`config.mk`:
```
export PLATFORM = sky130hd
export DESIGN_NAME = meas_spi_master
export DESIGN_NICKNAME = d
export VERILOG_FILES = /design/src/rtl/meas_spi_pkg.sv /design/src/rtl/meas_spi_master_sck_gen.sv /design/src/rtl/meas_spi_master.sv
export SDC_FILE = /design/constraint.sdc
export NUM_CORES = 1
export LEC_CHECK = 0
export ABC_AREA = 1
export BUFFER_PORTS_ARGS = -buffer_cell sky130_fd_sc_hd__buf_2
export CORE_UTILIZATION = 40
export DETAILED_ROUTE_END_ITERATION = 7
export HOLD_SLACK_MARGIN = 0.03
export MAX_ROUTING_LAYER = met4
export SLEW_MARGIN = 30
export SYNTH_ARGS = -nofsm -noshare
export SYNTH_HDL_FRONTEND = slang
export SYNTH_HIERARCHICAL = 1
export SYNTH_SLANG_ARGS = --single-unit
```
`constraint.sdc`:
```
create_clock -name clk_12mhz -period 4.75 [get_ports clk_12mhz]
set_input_delay 0.7125 -clock clk_12mhz [delete_from_list [all_inputs] [get_ports clk_12mhz]]
set_output_delay 0.7125 -clock clk_12mhz [all_outputs]
set_load 0.005 [all_outputs]
```
`src/rtl/meas_spi_pkg.sv`:
```
// Shared types and constants for the host-side measurement SPI reader.
package meas_spi_pkg;

    typedef enum logic [2:0] {
        ST_IDLE     = 3'd0,
        ST_CS_SETUP = 3'd1,
        ST_SHIFT    = 3'd2,
        ST_GAP      = 3'd3,
        ST_CS_HOLD  = 3'd4,
        ST_CS_GUARD = 3'd5
    } spi_state_e;

    // Opcode decoded by the slave-side main_ctrl as "read measurement count".
    localparam logic [7:0] CMD_READ_MEAS = 8'hA3;
    localparam int MEAS_BYTES = 3;
    localparam int MEAS_W     = 24;

    function automatic int max3(input int a, input int b, input int c);
        int m;
        m = (a > b) ? a : b;
        return (m > c) ? m : c;
    endfunction

endpackage

```
`src/rtl/meas_spi_master_sck_gen.sv`:
```
// SCK divider: toggles spi_clk every CLK_DIV cycles while enabled, with edge strobes
// that coincide with the clk edge that performs the toggle.
module spi_sck_gen
    import meas_spi_pkg::*;
#(
    parameter int CLK_DIV = 6
) (
    input  logic clk_12mhz,
    input  logic rst_n,
    input  logic en,
    output logic spi_clk,
    output logic rise_stb,
    output logic fall_stb
);

    localparam int DIV_W = (CLK_DIV > 1) ? $clog2(CLK_DIV) : 1;

    logic [DIV_W-1:0] div_cnt_r;
    logic             tc_s;

    assign tc_s     = en && (div_cnt_r == DIV_W'(CLK_DIV - 1));
    assign rise_stb = tc_s && !spi_clk;
    assign fall_stb = tc_s && spi_clk;

    // Half-period counter and SCK register; both park at zero when disabled.
    always_ff @(posedge clk_12mhz or negedge rst_n) begin
        if (!rst_n) begin
            div_cnt_r <= {DIV_W{1'b0}};
            spi_clk   <= 1'b0;
        end else if (!en) begin
            div_cnt_r <= {DIV_W{1'b0}};
            spi_clk   <= 1'b0;
        end else if (tc_s) begin
            div_cnt_r <= {DIV_W{1'b0}};
            spi_clk   <= ~spi_clk;
        end else begin
            div_cnt_r <= div_cnt_r + DIV_W'(1);
        end
    end

endmodule

```
`src/rtl/meas_spi_master.sv`:
```
// Host-side SPI mode-0 master: sends one command byte, then reads NUM_BYTES data
// bytes (LSB byte first) and presents them as one word with a one-cycle strobe.
module meas_spi_master
    import meas_spi_pkg::*;
#(
    parameter int CLK_DIV   = 6,
    parameter int GAP_CYC   = 12,
    parameter int CS_IDLE   = 6,
    parameter int NUM_BYTES = MEAS_BYTES
) (
    input  logic                   clk_12mhz,
    input  logic                   rst_n,
    input  logic                   start,
    input  logic [7:0]             cmd,
    output logic                   busy,
    output logic [8*NUM_BYTES-1:0] data_out,
    output logic                   data_valid,
    output logic                   spi_cs,
    output logic                   spi_clk,
    output logic                   spi_mosi,
    input  logic                   spi_miso
);

    localparam int CYC_W = $clog2(max3(CLK_DIV, GAP_CYC, CS_IDLE) + 1);
    localparam int BC_W  = $clog2(NUM_BYTES + 1);

    spi_state_e             state_r;
    logic [CYC_W-1:0]       cyc_cnt_r;
    logic [3:0]             bit_cnt_r;
    logic [BC_W-1:0]        byte_cnt_r;
    logic [6:0]             tx_sr_r;
    logic [7:0]             rx_sr_r;
    logic [8*NUM_BYTES-1:0] stage_r;
    logic                   rise_stb_s;
    logic                   fall_stb_s;
    logic                   accept_s;

    spi_sck_gen #(.CLK_DIV(CLK_DIV)) u_sck_gen (
        .clk_12mhz (clk_12mhz),
        .rst_n     (rst_n),
        .en        (state_r == ST_SHIFT),
        .spi_clk   (spi_clk),
        .rise_stb  (rise_stb_s),
        .fall_stb  (fall_stb_s)
    );

    // A start held through the last guard cycle is taken on that edge, so
    // back-to-back reads lose no extra cycle in IDLE.
    assign accept_s = start && ((state_r == ST_IDLE) ||
                      ((state_r == ST_CS_GUARD) && (cyc_cnt_r == CYC_W'(CS_IDLE - 1))));

    // Transaction sequencer, shift registers, staging and output registers.
    always_ff @(posedge clk_12mhz or negedge rst_n) begin
        if (!rst_n) begin
            state_r    <= ST_IDLE;
            cyc_cnt_r  <= {CYC_W{1'b0}};
            bit_cnt_r  <= 4'd0;
            byte_cnt_r <= {BC_W{1'b0}};
            tx_sr_r    <= 7'd0;
            rx_sr_r    <= 8'd0;
            stage_r    <= {(8*NUM_BYTES){1'b0}};
            spi_cs     <= 1'b1;
            spi_mosi   <= 1'b0;
            busy       <= 1'b0;
            data_out   <= {(8*NUM_BYTES){1'b0}};
            data_valid <= 1'b0;
        end else begin
            data_valid <= 1'b0;
            if (accept_s) begin
                state_r    <= ST_CS_SETUP;
                cyc_cnt_r  <= {CYC_W{1'b0}};
                bit_cnt_r  <= 4'd0;
                byte_cnt_r <= {BC_W{1'b0}};
                tx_sr_r    <= cmd[6:0];
                rx_sr_r    <= 8'd0;
                stage_r    <= {(8*NUM_BYTES){1'b0}};
                spi_cs     <= 1'b0;
                spi_mosi   <= cmd[7];
                busy       <= 1'b1;
            end else begin
                case (state_r)
                    ST_IDLE: begin
                        cyc_cnt_r <= {CYC_W{1'b0}};
                    end
                    ST_CS_SETUP: begin
                        if (cyc_cnt_r == CYC_W'(CLK_DIV - 1)) begin
                            cyc_cnt_r <= {CYC_W{1'b0}};
                            state_r   <= ST_SHIFT;
                        end else begin
                            cyc_cnt_r <= cyc_cnt_r + CYC_W'(1);
                        end
                    end
                    ST_SHIFT: begin
                        if (rise_stb_s) begin
                            rx_sr_r <= {rx_sr_r[6:0], spi_miso};
                        end
                        if (fall_stb_s) begin
                            if (bit_cnt_r == 4'd7) begin
                                // Byte done; every byte after the command shifts out zeros.
                                bit_cnt_r <= 4'd0;
                                tx_sr_r   <= 7'd0;
                                spi_mosi  <= 1'b0;
                                for (int i = 0; i < NUM_BYTES; i++) begin
                                    if (byte_cnt_r == BC_W'(i + 1)) begin
                                        stage_r[8*i +: 8] <= rx_sr_r;
                                    end
                                end
                                if (byte_cnt_r == BC_W'(NUM_BYTES)) begin
                                    byte_cnt_r <= {BC_W{1'b0}};
                                    state_r    <= ST_CS_HOLD;
                                end else begin
                                    byte_cnt_r <= byte_cnt_r + BC_W'(1);
                                    state_r    <= ST_GAP;
                                end
                            end else begin
                                bit_cnt_r <= bit_cnt_r + 4'd1;
                                tx_sr_r   <= {tx_sr_r[5:0], 1'b0};
                                spi_mosi  <= tx_sr_r[6];
                            end
                        end
                    end
                    ST_GAP: begin
                        if (cyc_cnt_r == CYC_W'(GAP_CYC - 1)) begin
                            cyc_cnt_r <= {CYC_W{1'b0}};
                            state_r   <= ST_SHIFT;
                        end else begin
                            cyc_cnt_r <= cyc_cnt_r + CYC_W'(1);
                        end
                    end
                    ST_CS_HOLD: begin
                        if (cyc_cnt_r == CYC_W'(CLK_DIV - 1)) begin
                            cyc_cnt_r  <= {CYC_W{1'b0}};
                            state_r    <= ST_CS_GUARD;
                            spi_cs     <= 1'b1;
                            data_out   <= stage_r;
                            data_valid <= 1'b1;
                        end else begin
                            cyc_cnt_r <= cyc_cnt_r + CYC_W'(1);
                        end
                    end
                    ST_CS_GUARD: begin
                        if (cyc_cnt_r == CYC_W'(CS_IDLE - 1)) begin
                            cyc_cnt_r <= {CYC_W{1'b0}};
                            state_r   <= ST_IDLE;
                            busy      <= 1'b0;
                        end else begin
                            cyc_cnt_r <= cyc_cnt_r + CYC_W'(1);
                        end
                    end
                    default: begin
                        state_r   <= ST_IDLE;
                        cyc_cnt_r <= {CYC_W{1'b0}};
                        spi_cs    <= 1'b1;
                        busy      <= 1'b0;
                    end
                endcase
            end
        end
    end

endmodule

```
# Yosys cells after proc, flatten, opt, wreduce, memory -nomap -nowiden
# Cells that the tools add are included.
[word_totals]
reg_bits = 84
input_bits = 12
elab_cells = 126
[op_classes]
add_sub_neg = 4
eq_ne = 23
muxes = 53
bitwise_logic = 2
n_reduce_logical = 28
[ops]
columns = ["operator", "count"]
rows = [
  ["two-way mux 24 bit", 4],
  ["two-way mux 8 bit", 6],
  ["two-way mux 3 bit", 10],
  ["two-way mux 4 bit", 7],
  ["two-way mux 7 bit", 4],
  ["one-hot mux 3 bit (6 select lines)", 1],
  ["inequality test 3 bit (second input constant)", 5],
  ["nonzero test 2 bit", 7],
  ["two-way mux 1 bit", 13],
  ["one-hot mux 4 bit (3 select lines)", 1],
  ["AND reduction 4 bit", 3],
  ["two-way mux 2 bit", 5],
  ["OR reduction 5 bit", 2],
  ["equality test 3 bit (second input constant)", 3],
  ["adder 4 x 1 -> 4 bit (second input constant)", 2],
  ["equality test 4 x 3 -> 1 bit (second input constant)", 2],
  ["AND reduction 2 bit", 4],
  ["AND reduction 7 bit", 1],
  ["equality test 3 x 2 -> 1 bit (second input constant)", 2],
  ["inequality test 2 bit (second input constant)", 3],
  ["AND reduction 3 bit", 2],
  ["logical AND 1 bit", 5],
  ["equality test 2 bit (second input constant)", 2],
  ["equality test 4 bit (second input constant)", 1],
  ["other kinds (12)", 15],
]

# Logic depth before layout (Yosys ltp)
[depth]
word_depth = 6
mapped_depth = 13

# By module
# Netlist, hierarchy kept.
[by_module_without_submodules]
columns = ["module", "n_inst", "cells_per_inst", "area_each_um2", "seq_area_each_um2"]
rows = [
  ["meas_spi_master", 1, 412, 3584.7, 2003.2],
  ["spi_sck_gen", 1, 25, 203.9, 100.1],
]

# Least setup slack after synthesis
# OpenSTA, ideal clock, no wires.
[synth_timing]
kind = "flip-flop to flip-flop"
startpoint = "register state_r[2]"
endpoint = "register stage_r[0]"
arrival_ns = 1.950
t_required_ns = 4.624
path_slack_ns = 2.674
path_stages_with_launch = 9
period_less_slack_ns = 2.076
cell_sequence = "dfrtp_1 > buf_6 > nor3_4 > inv_1 > nor3_1 > nand2_4 > o31ai_4 > buf_6 > o21ai_0"
[synth_between]
elab_cells_between_ends = 14
[synth_rtl]
columns = ["element", "line_no", "source"]
rows = [
  ["start: declaration", "meas_spi_master.sv:27", "spi_state_e state_r;"],
  ["start signal: assignment", "meas_spi_master.sv:55", "state_r <= ST_IDLE;"],
  ["start signal: assignment", "meas_spi_master.sv:70", "state_r <= ST_CS_SETUP;"],
  ["start signal: assignment", "meas_spi_master.sv:88", "state_r <= ST_SHIFT;"],
  ["equality test 3 x 2 -> 1 bit", "meas_spi_master.sv:41", ".en (state_r == ST_SHIFT),"],
  ["logical AND 1 bit", "meas_spi_master_sck_gen.sv:21", "assign tc_s = en && (div_cnt_r == DIV_W'(CLK_DIV - 1));"],
  ["logical AND 1 bit", "meas_spi_master_sck_gen.sv:23", "assign fall_stb = tc_s && spi_clk;"],
  ["named net fall_stb_s", "meas_spi_master.sv:35", "logic fall_stb_s;"],
  ["nonzero test 2 bit (no source line)", "-", ""],
  ["AND reduction 4 bit (no source line)", "-", ""],
  ["end signal: assignment", "meas_spi_master.sv:61", "stage_r <= {(8*NUM_BYTES){1'b0}};"],
  ["end signal: assignment", "meas_spi_master.sv:76", "stage_r <= {(8*NUM_BYTES){1'b0}};"],
  ["end signal: indexed assignment", "meas_spi_master.sv:105", "stage_r[8*i +: 8] <= rx_sr_r;"],
  ["end: declaration", "meas_spi_master.sv:33", "logic [8*NUM_BYTES-1:0] stage_r;"],
]
# The timed path passes the listed nets, and every way through them passes these cells.
# A chain may end at the register's enable or synchronous reset.

# Final worst setup path
[layout_timing]
startpoint = "register state_r[2]"
endpoint = "register stage_r[19]"
# Same word-level chain as after synthesis.

==> flow_summary_export.csv <==
group,metric,value,unit
outcome,outcome,"completed",
floorplan,start_util,41.20,%
sta,period_share,55.61,%
synth,synth_flop_cell,"dfrtp_1",
route,wl_per_cell,12.00,µm
synth,yosysTopAreaCellShare,54.82,%
global_route,grt_pass1_vias,2717,
clock_network,clkSlewWorstSetupHoldPaths,90,ps
critical_path,critical_path.max_fanout,13,
sta,fin_skew,5.667,ps
cells_and_area,regArea,0.002103,mm²
global_route,grt_pass1_wl,12670,µm
power_and_ir_drop,power.density,462.7,mW/mm²
clock_network,htreeDepth,3,
flow_run,max_cap_violations,0,
clock_network,cts_tree,"yes",
floorplan,core,0.009196,mm²
clock_network,postCtsSetupBuffers,0,
synth,ys_warn_count,6,
sta,max_slew_margin,49.36,%
sta,worst_pin_slew,759.5,ps
cells_and_area,nFillCells,920,
synth,synth_cell_type_count,29,
route,dr_total_vias,2821,
power_and_ir_drop,p_leak,0.002241,µW
route,avgViaCountPerCell,4.773,
synth,synth_edf_count,0,
synth,yosys-top-cells-area,"dfrtp_1 (55%), nand2_1 (15%), o21ai_0 (6.2%)",
sta,tns,0,ps
synth,ys_seq_area_share,55.52,%
global_route,antenna_found_initial,0,
clock_network,cts.hold.buffers_added,0,
route,ant_nets,0,
synth,avgSynthCellArea,8.670,µm²
synth,syn_area,0.003789,mm²
clock_network,clk_path_buf_depth,2,
sta,hold_viol,0,
cells_and_area,final_area,0.004244,mm²
clock_network,clk_latency,350,ps
clock_network,cts_root_buf,"clkbuf_8",
cells_and_area,area_delta_synth_final,12.02,%
place,globalplace.congestion,0.8780,
sta,whs,409.5,ps
critical_path,end_kind,"flop",
power_and_ir_drop,ir_drop,237.6,µV
clock_network,cts_buffers,9,
place,place_area,0.004045,mm²
route,dr.pass1.iters,4,
critical_path,critical_path.startpoint_type,"flop",
synth,synthCells,437,
power_and_ir_drop,power,1964,µW
clock_network,cts_resized,0,
sta,max_freq,0.3786,GHz
cells_and_area,multi_input_area,0.001390,mm²
global_route,grt_usage,16.82,%
cells_and_area,num_antenna_cells,0,
global_route,grt_overflow,0,
sta,layout_min_cycle_time,2642,ps
cells_and_area,final_nets,495,
synth,synth_top_area_cell,"dfrtp_1",
floorplan,dieHeight,99.32,µm
critical_path,cp_data_arrival_time,2890,ps
critical_path,cp.required,5000,ps
sta,rsz0062_at_grt,"no",
floorplan,die_x,99.32,µm
synth,syn_nets,457,
sta,maxSlewViolCount,0,
floorplan,die_area,0.009864,mm²
worst_hold_path,hold_path_class,"input pin to async pin",
route,drtIter0Drc,103,
clock_network,clock-sinks,84,
place,dp_hpwl,4741,µm
floorplan,ios,41,
global_route,grt_max_degree,85,
synth,synth-seq-cells,84,
sta,setup_viol_count_final,0,
floorplan,fp-row-count,35,
critical_path,path_class,"flop to flop",
synth,async_reset_ff_share,100.0,%
cells_and_area,drive_gt1_share,15.83,%
route,wirelength,7092,µm
place,numPortBuffers,40,
route,drc,0,
-- Yosys cell counts (2+ instances only) --
cell type and count:
inv_1 53, o21ai_0 47, o21bai_1 3, o21ai_2 5, nand2_4 2, buf_6 4
nor3_1 2, nand2_1 152, nor2_1 18, nand4_1 2, nor2_2 2, a21oi_1 6
o22ai_1 2, nand2_2 4, buf_2 2, clkbuf_1 5, xor2_1 2, nand3_1 23
inv_2 2, dfrtp_1 83, o31ai_4 2, ha_1 8, buf_4 2
-- stage by stage --
stage | utilization, % | worst slack, ps | std cells
2_1_floorplan | - | 2674 | 437
3_3_place_gp | 43.95 | 2288 | 575
3_5_place_dp | 43.99 | 2197 | 575
4_1_cts | 46.15 | 2095 | 591
5_1_grt | 46.15 | 1717 | 591
6_report | 46.15 | 2108 | 591
-- cells in the final DEF (no fill, tap or decap), drive strengths merged --
cell type / Yosys / final
nor2: 21 / 21
nand4: 2 / 2
o31ai: 2 / 2
buf: 8 / 40
ha: 8 / 8
xor2: 2 / 2
dfstp: 1 / 1
clkbuf: 5 / 10
o21ai: 52 / 52
dfrtp: 83 / 83
clkinvlp: 0 / 1
a21boi: 1 / 1
xnor2: 1 / 1
a21oi: 6 / 6
bufinv: 0 / 1
a31oi: 1 / 1
nor3: 3 / 3
nand3: 23 / 23
o21bai: 3 / 3
nand2: 158 / 158
inv: 55 / 58
o22ai: 2 / 2
clkinv: 0 / 1
-- cell families after synthesis --
family,after synthesis,share of synthesized area (%)
and+or+nand+nor,207,22.79
DFF,84,55.52
buffers and inverters,68,7.794
AOI/OAI and AO/OA,67,10.57
adders and majority gates,8,2.642
xor gates and xnor gates,3,0.6937
-- critical path, cell delays in order (launching register included) --
cell and delay [ps]:
dfrtp_1 470, nor3_4 440, inv_1 140, nor3_1 440
nand2_4 150, o21ai_2 430, nand2_1 290, nand2_1 120
nand2_1 60
-- state kept, by name, summed over array words and instances (netlist names) --
register / cells
data_out: 24
stage_r: 24
rx_sr_r: 8
tx_sr_r: 7
bit_cnt_r: 4
cyc_cnt_r: 4
state_r: 3
u_sck_gen/div_cnt_r: 3
byte_cnt_r: 2
busy: 1
data_valid: 1
spi_cs: 1
spi_mosi: 1
u_sck_gen/spi_clk: 1
-- power by group --
| part | switching, µW | internal (µW) | total (µW) | leakage [µW] |
|---|---|---|---|---|
| Clock | 265 | 250 | 515 | 0.0000992 |
| Combinational | 382 | 171 | 553 | 0.000997 |
| Sequential | 72.6 | 823 | 896 | 0.00115 |
| Total | 720 | 1240 | 1960 | 0.00224 |
-- final timing paths --
| kind | start | to | slack (ps) | cells after the start |
|---|---|---|---|---|
| worst max-delay path | state_r[2]$_DFFE_PN0P_ | stage_r[19]$_DFFE_PN0P_ | 2110 | 8 |
| worst min-delay path | rst_n | data_out[18]$_DFFE_PN0P_ | 410 | 1 |
| worst max register to register | state_r[2]$_DFFE_PN0P_ | stage_r[19]$_DFFE_PN0P_ | 2110 | 8 |
| worst min register to register | data_out[20]$_DFFE_PN0P_ | data_out[20]$_DFFE_PN0P_ | 470 | 2 |
| max in group asynchronous | rst_n | data_out[6]$_DFFE_PN0P_ | 3840 | 1 |
| min in group clk_12mhz | data_out[20]$_DFFE_PN0P_ | data_out[20]$_DFFE_PN0P_ | 470 | 2 |
-- area by class of cell --
| cell class | instances | share of cell area (%) |
|---|---|---|
| inverter | 55 | 4.864 |
| multi-input combinational | 285 | 32.75 |
| sequential | 84 | 49.56 |
| clock buffer | 10 | 3.007 |
| tap | 111 | 3.272 |
| clock inverter | 6 | 1.680 |
| timing repair buffer | 40 | 4.864 |
-- routing by layer --
layer / wire length, µm / vias to the layer above / global-route usage (%) / part of all wire, %
met1: 3355 / 1321 / 21.12 / 47
met4: 104 / 0 / 5.769 / 1.5
met2: 3355 / 50 / 26.66 / 47
met5: 0 / - / - / 0
li1: - / 1439 / - / -
met3: 277 / 11 / 4.146 / 3.9
No activity file was read; power rests on OpenSTA's default activity.
